**config.mk**
```make
export PLATFORM = sky130hd
export DESIGN_NAME = ring_pe_nic_flat
export DESIGN_NICKNAME = d
export VERILOG_FILES = /design/src/rtl/ring_pe_nic_if.sv /design/src/rtl/ring_pe_nic.sv /design/src/flat_wrapper.sv
export SDC_FILE = /design/constraint.sdc
export NUM_CORES = 1
export LEC_CHECK = 0
export CAP_MARGIN = 0
export CORE_ASPECT_RATIO = 0.6
export CORE_MARGIN = 10
export CORE_UTILIZATION = 30
export DETAILED_ROUTE_END_ITERATION = 8
export PLACE_DENSITY = 0.58
export SLEW_MARGIN = 30
export SYNTH_ARGS = -nofsm -noshare
export SYNTH_HDL_FRONTEND = slang
export SYNTH_SLANG_ARGS = --single-unit
```
**constraint.sdc**
```tcl
create_clock -name clk -period 1.75 [get_ports clk]
set_input_delay 0.175 -clock clk [delete_from_list [all_inputs] [get_ports clk]]
set_output_delay 0.175 -clock clk [all_outputs]
set_load 0.1 [all_outputs]
```
**src/rtl/ring_pe_nic_if.sv**
```systemverilog
// Bundle between a ring PE-side NIC and its environment: the CPU register
// window plus the router PE port (ejection and injection handshakes).
// master = CPU + router side, slave = NIC.
interface ring_pe_nic_if #(
    parameter int DATA_W = 64
);
    // CPU register window
    logic [1:0]        addr;
    logic [DATA_W-1:0] d_in;
    logic [DATA_W-1:0] d_out;
    logic              nic_en;
    logic              nic_wr_en;
    // router PE port
    logic              net_polarity;
    logic              net_si;
    logic [DATA_W-1:0] net_di;
    logic              net_ri;
    logic              net_so;
    logic              net_ro;
    logic [DATA_W-1:0] net_do;

    modport master (
        output addr, d_in, nic_en, nic_wr_en,
        output net_polarity, net_si, net_di, net_ro,
        input  d_out, net_ri, net_so, net_do
    );

    modport slave (
        input  addr, d_in, nic_en, nic_wr_en,
        input  net_polarity, net_si, net_di, net_ro,
        output d_out, net_ri, net_so, net_do
    );
endinterface

```
**src/rtl/ring_pe_nic.sv**
```systemverilog
// PE-side network interface for the bidirectional ring router.
// One-packet receive buffer (ejection) and one-packet transmit buffer
// (injection) exposed to the CPU as a 4-register window:
//   0 = rx buffer, 1 = rx status, 2 = tx buffer, 3 = tx status.
// Optional macro NIC_STATS_EN adds 16-bit rx/tx packet counters that read
// back on status bits [31:16].
module ring_pe_nic #(
    parameter int DATA_W  = 64,
    parameter int VC_BIT  = 63,
    parameter int HOP_MSB = 55
) (
    input  logic         clk,
    input  logic         reset,
    ring_pe_nic_if.slave bus
);
    typedef enum logic { RX_EMPTY = 1'b0, RX_FULL = 1'b1 } rx_state_t;
    typedef enum logic { TX_EMPTY = 1'b0, TX_WAIT = 1'b1 } tx_state_t;

    localparam int HOP_LSB = HOP_MSB - 7;

    rx_state_t         rx_st;
    tx_state_t         tx_st;
    logic [DATA_W-1:0] rx_buf;
    logic [DATA_W-1:0] tx_buf;
    logic              rx_full;
    logic              tx_full;
    logic              rd_rx;
    logic              wr_tx;
    logic              inject;
    logic [DATA_W-1:0] rx_stat;
    logic [DATA_W-1:0] tx_stat;

    assign rx_full = (rx_st == RX_FULL);
    assign tx_full = (tx_st == TX_WAIT);
    assign rd_rx   = bus.nic_en && !bus.nic_wr_en && (bus.addr == 2'd0);
    assign wr_tx   = bus.nic_en &&  bus.nic_wr_en && (bus.addr == 2'd2);

    // Inject only on the slot whose polarity matches the packet's VC bit;
    // gated by reset so a pending packet is never handed over while resetting.
    assign inject  = !reset && tx_full && bus.net_ro &&
                     (bus.net_polarity == tx_buf[VC_BIT]);

    assign bus.net_so = inject;
    assign bus.net_ri = !rx_full;
    // Hop field travels through untouched; the router owns its update.
    assign bus.net_do = {tx_buf[DATA_W-1:HOP_MSB+1], tx_buf[HOP_MSB:HOP_LSB],
                         tx_buf[HOP_LSB-1:0]};

    // Receive FSM: capture one ejected packet, hold until the CPU drains it.
    always_ff @(posedge clk) begin
        if (reset) begin
            rx_st  <= RX_EMPTY;
            rx_buf <= '0;
        end else begin
            case (rx_st)
                RX_EMPTY: if (bus.net_si) begin
                    rx_buf <= {bus.net_di[DATA_W-1:HOP_MSB+1],
                               bus.net_di[HOP_MSB:HOP_LSB],
                               bus.net_di[HOP_LSB-1:0]};
                    rx_st  <= RX_FULL;
                end
                RX_FULL:  if (rd_rx) rx_st <= RX_EMPTY;
                default:  rx_st <= RX_EMPTY;
            endcase
        end
    end

    // Transmit FSM: accept one CPU packet, hold it until the router takes it.
    // Writes while a packet is pending are dropped.
    always_ff @(posedge clk) begin
        if (reset) begin
            tx_st  <= TX_EMPTY;
            tx_buf <= '0;
        end else begin
            case (tx_st)
                TX_EMPTY: if (wr_tx) begin
                    tx_buf <= bus.d_in;
                    tx_st  <= TX_WAIT;
                end
                TX_WAIT:  if (inject) tx_st <= TX_EMPTY;
                default:  tx_st <= TX_EMPTY;
            endcase
        end
    end

`ifdef NIC_STATS_EN
    logic [15:0] rx_cnt;
    logic [15:0] tx_cnt;

    // Packet counters, free-running with natural 16-bit wrap.
    always_ff @(posedge clk) begin
        if (reset) begin
            rx_cnt <= '0;
            tx_cnt <= '0;
        end else begin
            if (!rx_full && bus.net_si) rx_cnt <= rx_cnt + 16'd1;
            if (inject)                 tx_cnt <= tx_cnt + 16'd1;
        end
    end
`endif

    // Status words: bit0 = buffer occupied, [31:16] = counter when enabled.
    always_comb begin
        rx_stat    = '0;
        tx_stat    = '0;
        rx_stat[0] = rx_full;
        tx_stat[0] = tx_full;
`ifdef NIC_STATS_EN
        rx_stat[31:16] = rx_cnt;
        tx_stat[31:16] = tx_cnt;
`endif
    end

    // CPU read mux, combinational from addr.
    always_comb begin
        case (bus.addr)
            2'd0:    bus.d_out = rx_buf;
            2'd1:    bus.d_out = rx_stat;
            2'd2:    bus.d_out = tx_buf;
            default: bus.d_out = tx_stat;
        endcase
    end
endmodule

```
**src/flat_wrapper.sv**
```systemverilog
// flat-port wrapper written by rule: the top's interface ports become plain ports
module ring_pe_nic_flat 
#(
    parameter int DATA_W  = 64,
    parameter int VC_BIT  = 63,
    parameter int HOP_MSB = 55
)
  (clk, reset, bus_addr, bus_d_in, bus_nic_en, bus_nic_wr_en, bus_net_polarity, bus_net_si, bus_net_di, bus_net_ro, bus_d_out, bus_net_ri, bus_net_so, bus_net_do);
  ring_pe_nic_if #(.DATA_W(DATA_W)) bus_i ();
  input  logic clk;
  input  logic reset;
  input wire logic [$bits(bus_i.addr)-1:0] bus_addr;
  input wire logic [$bits(bus_i.d_in)-1:0] bus_d_in;
  input wire logic [$bits(bus_i.nic_en)-1:0] bus_nic_en;
  input wire logic [$bits(bus_i.nic_wr_en)-1:0] bus_nic_wr_en;
  input wire logic [$bits(bus_i.net_polarity)-1:0] bus_net_polarity;
  input wire logic [$bits(bus_i.net_si)-1:0] bus_net_si;
  input wire logic [$bits(bus_i.net_di)-1:0] bus_net_di;
  input wire logic [$bits(bus_i.net_ro)-1:0] bus_net_ro;
  output wire logic [$bits(bus_i.d_out)-1:0] bus_d_out;
  output wire logic [$bits(bus_i.net_ri)-1:0] bus_net_ri;
  output wire logic [$bits(bus_i.net_so)-1:0] bus_net_so;
  output wire logic [$bits(bus_i.net_do)-1:0] bus_net_do;
  assign bus_i.addr = bus_addr;
  assign bus_i.d_in = bus_d_in;
  assign bus_i.nic_en = bus_nic_en;
  assign bus_i.nic_wr_en = bus_nic_wr_en;
  assign bus_i.net_polarity = bus_net_polarity;
  assign bus_i.net_si = bus_net_si;
  assign bus_i.net_di = bus_net_di;
  assign bus_i.net_ro = bus_net_ro;
  assign bus_d_out = bus_i.d_out;
  assign bus_net_ri = bus_i.net_ri;
  assign bus_net_so = bus_i.net_so;
  assign bus_net_do = bus_i.net_do;
  ring_pe_nic #(.DATA_W(DATA_W), .VC_BIT(VC_BIT), .HOP_MSB(HOP_MSB)) u_core (.clk(clk), .reset(reset), .bus(bus_i));
endmodule
```
# After elaboration in Yosys (flattened, before gate mapping)
# Index checks and enable logic that the tools add are counted.
dict set report totals {
  word_cells 29
  regBits 130
  out_inout_bits 130
  inputBits 137
}
dict set report op_classes {
  eq_ne 3
  bitwise 2
  reduce_logical 13
  muxes 7
}
# operator n
set op_table {}
lappend op_table {{64-bit one-hot mux with 3 select lines} 1}
lappend op_table {{1-bit logical AND} 7}
lappend op_table {{1-bit two-way mux} 4}
lappend op_table {{1-bit one-hot mux with 2 select lines} 2}
lappend op_table {{2-bit AND reduction} 2}
lappend op_table {{1-bit logical NOT} 3}
lappend op_table {{2-bit by 1-bit == test with 1-bit output (second input constant)} 1}
lappend op_table {{2-bit == test (second input constant)} 1}
lappend op_table {{2-bit logical NOT} 1}
lappend op_table {{1-bit NOT} 2}
lappend op_table {{1-bit == test} 1}

# Depth between registers and ports, before layout
# Gate-level depths: netlist of run 1.
dict set report depth {
  word_depth 6
  depth_mapped 5
  depth_no_buf 3
}

# Worst setup path before layout of run 1
# No wires, ideal clock.
dict set report synth_path {
  path_kind {reg2reg}
  startpoint {register u_core.tx_buf[63] (netlist: u_core.bus.net_do[63])}
  endpoint {register u_core.tx_st (netlist: u_core.tx_full)}
  n_path_buf 0
  required_ps 1522
  path_stages_with_launch 4
  t_arrival_ps 3591
  synth_period_minus_slack_ps 3819
  setup_slack_ps -2069
  setup_time_ps 228
  cell_sequence {dfxtp_1 > xor2_1 > nor3b_1 > o2bb2ai_1}
}
dict set report synth_via {
  elab_chain_cells 4
}
# element line_no
set synth_lines {}
lappend synth_lines {{from (decl)} ring_pe_nic.sv:24} ;# logic [DATA_W-1:0] tx_buf;
lappend synth_lines {{from (signal assigned)} ring_pe_nic.sv:77} ;# tx_buf <= bus.d_in;
lappend synth_lines {{1-bit == test} ring_pe_nic.sv:41} ;# (bus.net_polarity == tx_buf[VC_BIT]);
lappend synth_lines {{1-bit logical AND} ring_pe_nic.sv:40} ;# assign inject = !reset && tx_full && bus.net_ro &&
lappend synth_lines {{net bus_net_so} flat_wrapper.sv:22} ;# output wire logic [$bits(bus_i.net_so)-1:0] bus_net_so;
lappend synth_lines {{1-bit two-way mux} ring_pe_nic.sv:80} ;# TX_WAIT: if (inject) tx_st <= TX_EMPTY;
lappend synth_lines {{1-bit one-hot mux with 2 select lines} ring_pe_nic.sv:75} ;# case (tx_st)
lappend synth_lines {{to (signal assigned)} ring_pe_nic.sv:78} ;# tx_st <= TX_WAIT;
lappend synth_lines {{to (signal assigned)} ring_pe_nic.sv:80}
lappend synth_lines {{to (signal assigned)} ring_pe_nic.sv:81} ;# default: tx_st <= TX_EMPTY;
lappend synth_lines {{to (decl)} ring_pe_nic.sv:22} ;# tx_state_t tx_st;
# The timed path passes the listed nets, and every way through them passes these cells.
# A chain may end at the register's enable or synchronous reset.

# Worst setup path in the final report of run 1
dict set report layout_path {
  startpoint {register u_core.rx_st (netlist: u_core.rx_full)}
  endpoint {output port bus_d_out[0]}
}
dict set report layout_via {
  elab_chain_cells 1
}
# element line_no
set layout_lines {}
lappend layout_lines {{from (decl)} ring_pe_nic.sv:21} ;# rx_state_t rx_st;
lappend layout_lines {{from (signal assigned)} ring_pe_nic.sv:52} ;# rx_st <= RX_EMPTY;
lappend layout_lines {{from (signal assigned)} ring_pe_nic.sv:60} ;# rx_st <= RX_FULL;
lappend layout_lines {{from (signal assigned)} ring_pe_nic.sv:62} ;# RX_FULL: if (rd_rx) rx_st <= RX_EMPTY;
lappend layout_lines {{64-bit one-hot mux with 3 select lines} ring_pe_nic.sv:116} ;# case (bus.addr)
lappend layout_lines {{to (decl)} flat_wrapper.sv:20} ;# output wire logic [$bits(bus_i.d_out)-1:0] bus_d_out;
# No other way between the ends.

==> results of run 1 <==
[cell usage in the layout, fill, tap and decap left out, drive strengths merged]
master         netlist  layout
clkbuf              19      21
mux2i              127     127
mux4                 1       1
clkdlybuf4s50        0     133
clkinv               0       3
a21oi               65      65
inv                  2       4
nor2b                1       1
o2bb2ai              1       1
nor3                 1       1
o31ai                1       1
xor2                 1       1
clkinvlp             0       4
dfxtp              130     130
nand2              257     257
buf                 37     150
nand2b               3       3
bufinv               0       2
diode                0       3
nor3b                1       1
nor2                63      63
[timing repair]
item / CTS / global route
buffers inserted: 0 / 1
gates resized for setup: 0 / 0
setup endpoints to repair: 0 / 1
endpoints found under the hold margin: 0 / 0
[how the worst max path moves through the flow]
stage                    from                    end  slack (ps)  depth (start not counted)
2_1_floorplan     bus_addr[0]          bus_d_out[63]        -170                          3
3_3_place_gp       bus_nic_en  u_core.bus.net_do[12]          20                          5
3_5_place_dp       bus_nic_en  u_core.bus.net_do[61]         -20                          5
4_1_cts        u_core.tx_full             bus_net_so          30                          3
5_1_grt        u_core.rx_full           bus_d_out[0]          10                          2
6_report       u_core.rx_full           bus_d_out[0]          70                          2
[cells by family after synthesis]
kind of cell,after synthesis,synth area share
DFF,130,0.448
muxes,128,0.223
and+or+nand+nor,326,0.215
buffers and inverters,58,0.0534
xor gates and xnor gates,1,0.00151
AOI/OAI and AO/OA,67,0.0588
[final cells by class]
type | count | area share
multi-input cells | 522 | 0.325
repair buffers | 283 | 0.327
well taps | 246 | 0.0295
clock buffers | 21 | 0.0461
flip-flops and latches | 130 | 0.258
inverters | 2 | 0.000961
clock inverters | 11 | 0.0121
diodes | 3 | 0.000721
[metal layers]
layer,global-route usage,vias to the layer above,routed length (um)
met5,0,-,13
met4,0.0390,2,168
met3,0.0739,16,2200
met2,0.258,181,9710
met1,0.234,2596,10900
li1,-,2804,-
[registers in the layout, summed over array words and instances, names as in the netlist]
signal	cells
u_core.rx_buf	64
u_core.rx_full	1
u_core.bus.net_do	64
u_core.tx_full	1
[worst max-delay path, delay by kind of cell (launching register included)]
| kind | cells | cell delay [ps] |
|---|---|---|
| buffers and inverters | 1 | 190 |
| multiplexers | 1 | 510 |
| flip-flops | 1 | 390 |
[metrics by stage]
step                      total power [mW]  hold WS, ps  TNS [ps]  cell area, um^2  utilization
final                                 8.69          170         0            10400        0.547
after global routing                  9.02          192         0            10400        0.547
after CTS                             8.80          149         0            10400        0.547
after detailed placement              5.09          446     -37.1             9800        0.515
after global placement                5.08          443         0             9800        0.515
after floorplan                       4.33          307      -263             6370            -
[power groups by stage]
stage               combinational, mW  clock, mW  sequential [mW]
finish                           1.85       3.68             3.17
global route                     1.94       3.89             3.18
CTS                              1.87       3.76             3.17
detailed placement               1.86          0             3.23
global placement                 1.85          0             3.23
floorplan                       0.889          0             3.44
==> flow_summary.yaml, run 1 <==
min_path:
  worstHoldPathCells: 3
  min_to: "u_core.rx_full"
  hp-class: "in -> reg"
  hp-start: "bus_addr[1]"
power:
  sw_frac_of_total: 0.303
  netSwitchingPower_mw: 2.63
  p_leak_nw: 4.05
  combinationalPowerShare: 0.212
  pwr-share-seq: 0.365
  power.density_nw_per_um2: 834
  p_int_mw: 6.06
  pwr-share-clk: 0.423
  vdd_drop_max_mv: 0.612
setup_path:
  timing.setup.critical_path_class: "reg -> out"
  start_kind: "flop"
  path_max_fanout: 5
  rrSetupSlack_ps: 390
  r2r_start: "u_core.tx_full"
  cp.required_ps: 1570
  r2r_end: "u_core.bus.net_do[0]"
  slowest_delay_ps: 510
  cp.arrival_ps: 1510
  ff2ff_path_depth: 3
  path_cells: "mux4_2 > buf_12"
  worstSetupEndpointType: "output port"
  worst_path_max_delay_cell: "mux4_2"
global_route:
  grt-ovfl-total: 0
  globalRouteTotalUtil: 0.176
  grt_pass1_wl_um: 34500
  grt_pass1_vias: 5471
  grt_max_degree: 78
  grt_antenna_before_repair: 2
floorplan:
  initial_utilization: 0.305
  coreArea_um2: 19000
  ioPinCount: 267
  die_w_um: 200
  die_y_um: 128
  die_area_um2: 25500
  rows: 39
detailed_routing:
  drt-pass1-iter-count: 4
  drt-total-wl_um: 23000
  drc: 0
  antenna_left: 0
  drt_iter0_markers: 188
  drt-wirelength-per-cell_um: 18.9
  num_vias: 5599
  via_per_inst: 4.60
place:
  dpl.hpwl_um: 16800
  place_ws_ps: -17.1
  globalplace.congestion: 0.774
  placedCellCount: 1182
  numPortBuffers: 266
yosys:
  syn_nets: 847
  ys_ff_latch: 130
  yosysSeqAreaShare: 0.448
  synth_cells: 710
  synth_top_cell_by_area: "dfxtp_1"
  netlist.area_leader.share: 0.448
  netlist_top_cells_area: "dfxtp_1, mux2i_1, nand2_1, a21oi_1, nor2_1"
  synth_ff_type: "dfxtp_1"
  synthTopCellsByCount: "nand2_1, dfxtp_1, mux2i_1, a21oi_1, nor2_1"
  netlist_area_um2: 5810
  synth_cell_types: 21
  synth.most_common_cell: "nand2_1"
  synth_area_per_cell_um2: 8.18
  yosysWarnings: 0
  synth_edf_count: 0
  async_flop_share: 0
clocking:
  cts_tree: "built"
  cts_hold_buf: 0
  cts_buffers: 17
  insertion_delay_ps: 410
  clock_sinks: 130
  clkSlewWorstSetupHoldPaths_ps: 60
  clockRootBuffer: "clkbuf_16"
  cts_buffer_depth: 2
  htreeDepth: 4
sta:
  worst_pin_slew_ps: 849
  final_hold_viol_count: 0
  fmax_mhz: 595
  final_max_slew_viol_count: 0
  min_period_ps: 1680
  finalClockSkew_ps: 9.62
  setup_ws_ps: 69.4
  finalCritPeriodShare: 0.960
  rsz0062_at_grt: "false"
  setup_viol: 0
  relSlewSlack: 0.434
cells_and_area:
  syn_to_final_growth_pct: 79.4
  layout-drive-gt1-share: 0.326
  ff_latch_area_um2: 2690
  fillers: 1761
  multiInputGateArea_um2: 3390
  final_nets: 1093
  stdcell_count: 1218
flow_run:
  maxCapViolCount: 0
status:
  status: "completed"
No activity file was read; power rests on OpenSTA's default activity.
==> run 2, diff against run 1 <==
--- a/config.mk
+++ b/config.mk
@@ -10,7 +10,6 @@
 export CORE_MARGIN = 10
 export CORE_UTILIZATION = 30
 export DETAILED_ROUTE_END_ITERATION = 8
-export PLACE_DENSITY = 0.58
 export SLEW_MARGIN = 30
 export SYNTH_ARGS = -nofsm -noshare
 export SYNTH_HDL_FRONTEND = slang
==> run 2 against run 1 <==
Against the previous run: clock skew decreased by 0.57 ps; via count is 0.88% higher; clock power shrank 6.5%; cell count rose by 0.33%; hold slack worse by 42 ps; first-iteration DRC count grew 23%; cell area grew 0.25%; maximum frequency is 0.74% higher; combinational power about the same; largest cell class unchanged.
==> flow_summary.yaml, run 2 (same netlist as run 1, synthesis figures left out) <==
setup_path:
  path_max_fanout: 3
  r2r_start: "u_core.tx_full"
  cp.arrival_ps: 1490
  startpoint: "u_core.tx_full"
  timing.setup.critical_path_class: "reg -> out"
  worstSetupEndpointType: "output port"
  cp.required_ps: 1570
  start_kind: "flop"
flow_run:
  maxCapViolCount: 0
clocking:
  clockRootBuffer: "clkbuf_16"
  cts_tree: "built"
  clock_sinks: 130
  cts_buffer_depth: 2
  cts_buffers: 17
  clkSlewWorstSetupHoldPaths_ps: 60
  htreeDepth: 4
  insertion_delay_ps: 420
  cts_setup_buffers: 0
sta:
  fmax_mhz: 599
  finalCritPeriodShare: 0.953
  final_hold_viol_count: 0
  finalClockSkew_ps: 9.05
  worst_pin_slew_ps: 447
  min_period_ps: 1670
  final_max_slew_viol_count: 0
  relSlewSlack: 0.702
  setup_viol: 0
  finalSetupTns_ps: 0
  rsz0062_at_grt: "false"
  hold_ws_ps: 128
cells_and_area:
  layout_commonest_cell: "nand2_1"
  layout-drive-gt1-share: 0.330
  final_cell_mix: "nand2_1, clkdlybuf4s50_1, mux2i_1"
  stdcell_count: 1222
  fillers: 1725
  final_nets: 1099
  syn_to_final_growth_pct: 79.8
detailed_routing:
  drt-pass1-iter-count: 4
  drt_iter0_markers: 231
  drt-wirelength-per-cell_um: 18.8
  via_per_inst: 4.62
  drt-total-wl_um: 22900
  antenna_left: 0
  drc: 0
  num_vias: 5648
floorplan:
  ioPinCount: 267
  coreArea_um2: 19000
  rows: 39
  die_area_um2: 25500
  die_y_um: 128
  die_w_um: 200
  initial_utilization: 0.305
power:
  vdd_drop_max_mv: 0.579
  p_leak_nw: 4.07
  p_total_mw: 8.47
  power.density_nw_per_um2: 811
global_route:
  globalRouteTotalUtil: 0.178
  grt_pass1_vias: 5707
  grt_pass1_wl_um: 35200
  grt-ovfl-total: 0
  use_met2: 0.267
  top_usage_layer: "met2"
  use_met1: 0.230
  grt_antenna_before_repair: 1
  use_met3: 0.0815
  grt_max_degree: 45
place:
  numPortBuffers: 266
  globalplace.congestion: 0.766
  dpl.hpwl_um: 16900
  placedCellCount: 1189
min_path:
  hp-start: "bus_addr[1]"
  hp-class: "in -> reg"
status:
  status: "completed"
==> run 2: final cells by class <==
type	count	area [um^2]	area share
diodes	1	2.50	0.000240
clock buffers	20	457	0.0437
clock inverters	12	110	0.0105
inverters	2	10.0	0.000958
multi-input cells	522	3390	0.325
flip-flops and latches	130	2690	0.257
well taps	246	308	0.0295
repair buffers	289	3480	0.333
==> run 2: worst paths after layout <==
kind / endpoint / slack [ps] / depth (start not counted)
hold reg to reg: u_core.rx_buf[21] / 450 / 2
setup / recovery: bus_d_out[0] / 80 / 2
hold / removal: u_core.rx_full / 130 / 3
setup reg to reg: u_core.bus.net_do[29] / 440 / 4
==> run 2: worst max-delay path: stages, from the launching register on <==
cell and delay [ps]:
dfxtp_1 360, mux4_2 530, buf_12 190
==> run 2: metal layers <==
| layer | vias to the layer above | wire, um |
|---|---|---|
| met5 | - | 0 |
| met2 | 197 | 9770 |
| met4 | 0 | 238 |
| li1 | 2817 | - |
| met1 | 2616 | 10500 |
| met3 | 18 | 2380 |
==> run 2: repair_timing <==
action | 4_1_cts | 5_1_grt
setup endpoints to repair | 0 | 1
resized for setup | 0 | 1
endpoints found under the hold margin | 0 | 0
hold buffers | 0 | 0
==> run 2: power breakdown <==
| part | total, mW | switching (mW) | internal [mW] |
|---|---|---|---|
| sequential | 3.17 | 0.0782 | 3.09 |
| clock | 3.44 | 1.41 | 2.03 |
| combinational | 1.86 | 1.13 | 0.725 |
==> run 2: metrics by stage <==
step	util	worst slack, ps	area (um^2)
global route	0.549	38.1	10400
CTS	0.549	32.0	10400
floorplan	-	-173	6370
finish	0.549	81.7	10400
detailed placement	0.519	92.9	9870
global placement	0.519	125	9870
==> run 3, diff against run 2 <==
--- a/config.mk
+++ b/config.mk
@@ -10,6 +10,7 @@
 export CORE_MARGIN = 10
 export CORE_UTILIZATION = 30
 export DETAILED_ROUTE_END_ITERATION = 8
+export GPL_ROUTABILITY_DRIVEN = 1
 export SLEW_MARGIN = 30
 export SYNTH_ARGS = -nofsm -noshare
 export SYNTH_HDL_FRONTEND = slang
==> constraint.sdc (replaced) <==
create_clock -name clk -period 2 [get_ports clk]
set_input_delay 0.2 -clock clk [delete_from_list [all_inputs] [get_ports clk]]
set_output_delay 0.2 -clock clk [all_outputs]
set_load 0.1 [all_outputs]
==> run 3 against run 2 <==
Against the previous run: routed wire length fell by 2.5%; cell area fell by 1.7%; cell count fell by 0.74%; total power fell by 9.6%; first-iteration DRC count fell by 0.43%; utilization fell by 0.92 points; highest routed layer is now met5.
==> flow_summary.yaml, run 3 (same netlist as run 1, synthesis figures left out) <==
status:
  status: "completed"
setup_path:
  ff2ff_path_depth: 4
  worstSetupEndpointType: "output port"
  path_max_fanout: 3
  rrSetupSlack_ps: 570
  timing.setup.critical_path_class: "reg -> out"
  cp.required_ps: 1800
  startpoint: "u_core.tx_full"
  cp.arrival_ps: 1520
  start_kind: "flop"
  r2r_start: "u_core.rx_full"
global_route:
  grt_pass1_vias: 5441
  globalRouteTotalUtil: 0.169
  grt_max_degree: 70
  grt_antenna_before_repair: 3
  grt-ovfl-total: 0
  grt_pass1_wl_um: 33400
sta:
  finalSetupTns_ps: 0
  min_period_ps: 1720
  setup_viol: 0
  final_hold_viol_count: 0
  finalCritPeriodShare: 0.860
  relSlewSlack: 0.517
  worst_pin_slew_ps: 724
  hold_ws_ps: 242
  fmax_mhz: 581
  finalClockSkew_ps: 12.6
  final_max_slew_viol_count: 0
  rsz0062_at_grt: "false"
power:
  sw_frac_of_total: 0.296
  p_leak_nw: 4.00
  combinationalPowerShare: 0.208
  power.density_nw_per_um2: 745
  netSwitchingPower_mw: 2.26
  pwr-share-clk: 0.430
  pwr-share-seq: 0.362
  vdd_drop_max_mv: 0.626
  p_int_mw: 5.39
  p_total_mw: 7.65
floorplan:
  coreArea_um2: 19000
  ioPinCount: 267
  die_area_um2: 25500
  rows: 39
  die_w_um: 200
  die_y_um: 128
  initial_utilization: 0.305
detailed_routing:
  via_per_inst: 4.58
  drc: 0
  antenna_left: 0
  drt-total-wl_um: 22300
  drt_iter0_markers: 230
  num_vias: 5553
  drt-wirelength-per-cell_um: 18.4
  drt-pass1-iter-count: 4
cells_and_area:
  final_util: 0.540
  final_nets: 1092
  final_cell_mix: "nand2_1, clkdlybuf4s50_1, dfxtp_1"
  layout_commonest_cell: "nand2_1"
  layout-drive-gt1-share: 0.259
  syn_to_final_growth_pct: 76.8
  fillers: 1740
place:
  dpl.hpwl_um: 16400
  numPortBuffers: 266
  globalplace.congestion: 0.749
clocking:
  cts_buffer_depth: 2
  cts_resized: 0
  cts_hold_buf: 0
  htreeDepth: 4
  clkSlewWorstSetupHoldPaths_ps: 60
  clockRootBuffer: "clkbuf_16"
  clock_sinks: 130
  cts_buffers: 17
  cts_tree: "built"
  insertion_delay_ps: 410
  cts_setup_buffers: 0
min_path:
  worstHoldPathCells: 3
  hp-class: "in -> reg"
  hp-start: "reset"
flow_run:
  maxCapViolCount: 0
-- run 3: power groups by stage --
stage          Sequential (mW)  Combinational, mW  Clock, mW
5_1_grt                   2.78               1.68       3.47
2_1_floorplan             3.01              0.779          0
3_5_place_dp              2.83               1.60          0
4_1_cts                   2.77               1.61       3.36
3_3_place_gp              2.82               1.59          0
6_report                  2.77               1.59       3.29
-- run 3: routing by layer --
metal / up-vias / wire length, um / GRT usage
li1: 2805 / - / -
met1: 2555 / 10400 / 0.217
met2: 181 / 9780 / 0.260
met3: 10 / 2060 / 0.0787
met4: 2 / 77 / 0.0253
met5: - / 13 / 0
-- run 3: critical path, cell delays in order, from the launching register on --
cell and delay, ps:
dfxtp_1 460, nand2b_1 150, nor3b_4 290, buf_12 210
-- run 3: cell type report --
type                            count  area [um^2]  area share
Inverter                            2         10.0    0.000975
Tap cell                          246          308      0.0300
Sequential cell                   130         2600       0.254
Timing Repair Buffer              282         3340       0.325
Antenna cell                        1         2.50    0.000244
Clock buffer                       17          425      0.0414
Clock inverter                     13          189      0.0184
Multi-Input combinational cell    522         3390       0.330
-- run 3: per-stage QoR --
| stage | worst slack [ps] | cells | cell area (um^2) |
|---|---|---|---|
| after global routing | 218 | 1212 | 10300 |
| after floorplan | -19.4 | 710 | 6290 |
| after CTS | 250 | 1212 | 10300 |
| final | 279 | 1213 | 10300 |
| after global placement | 338 | 1182 | 9650 |
| after detailed placement | 264 | 1182 | 9650 |
-- run 3: final timing paths --
path,end
max,bus_net_so
min,u_core.tx_full
max reg2reg,u_core.rx_buf[55]
min reg2reg,u_core.rx_buf[41]
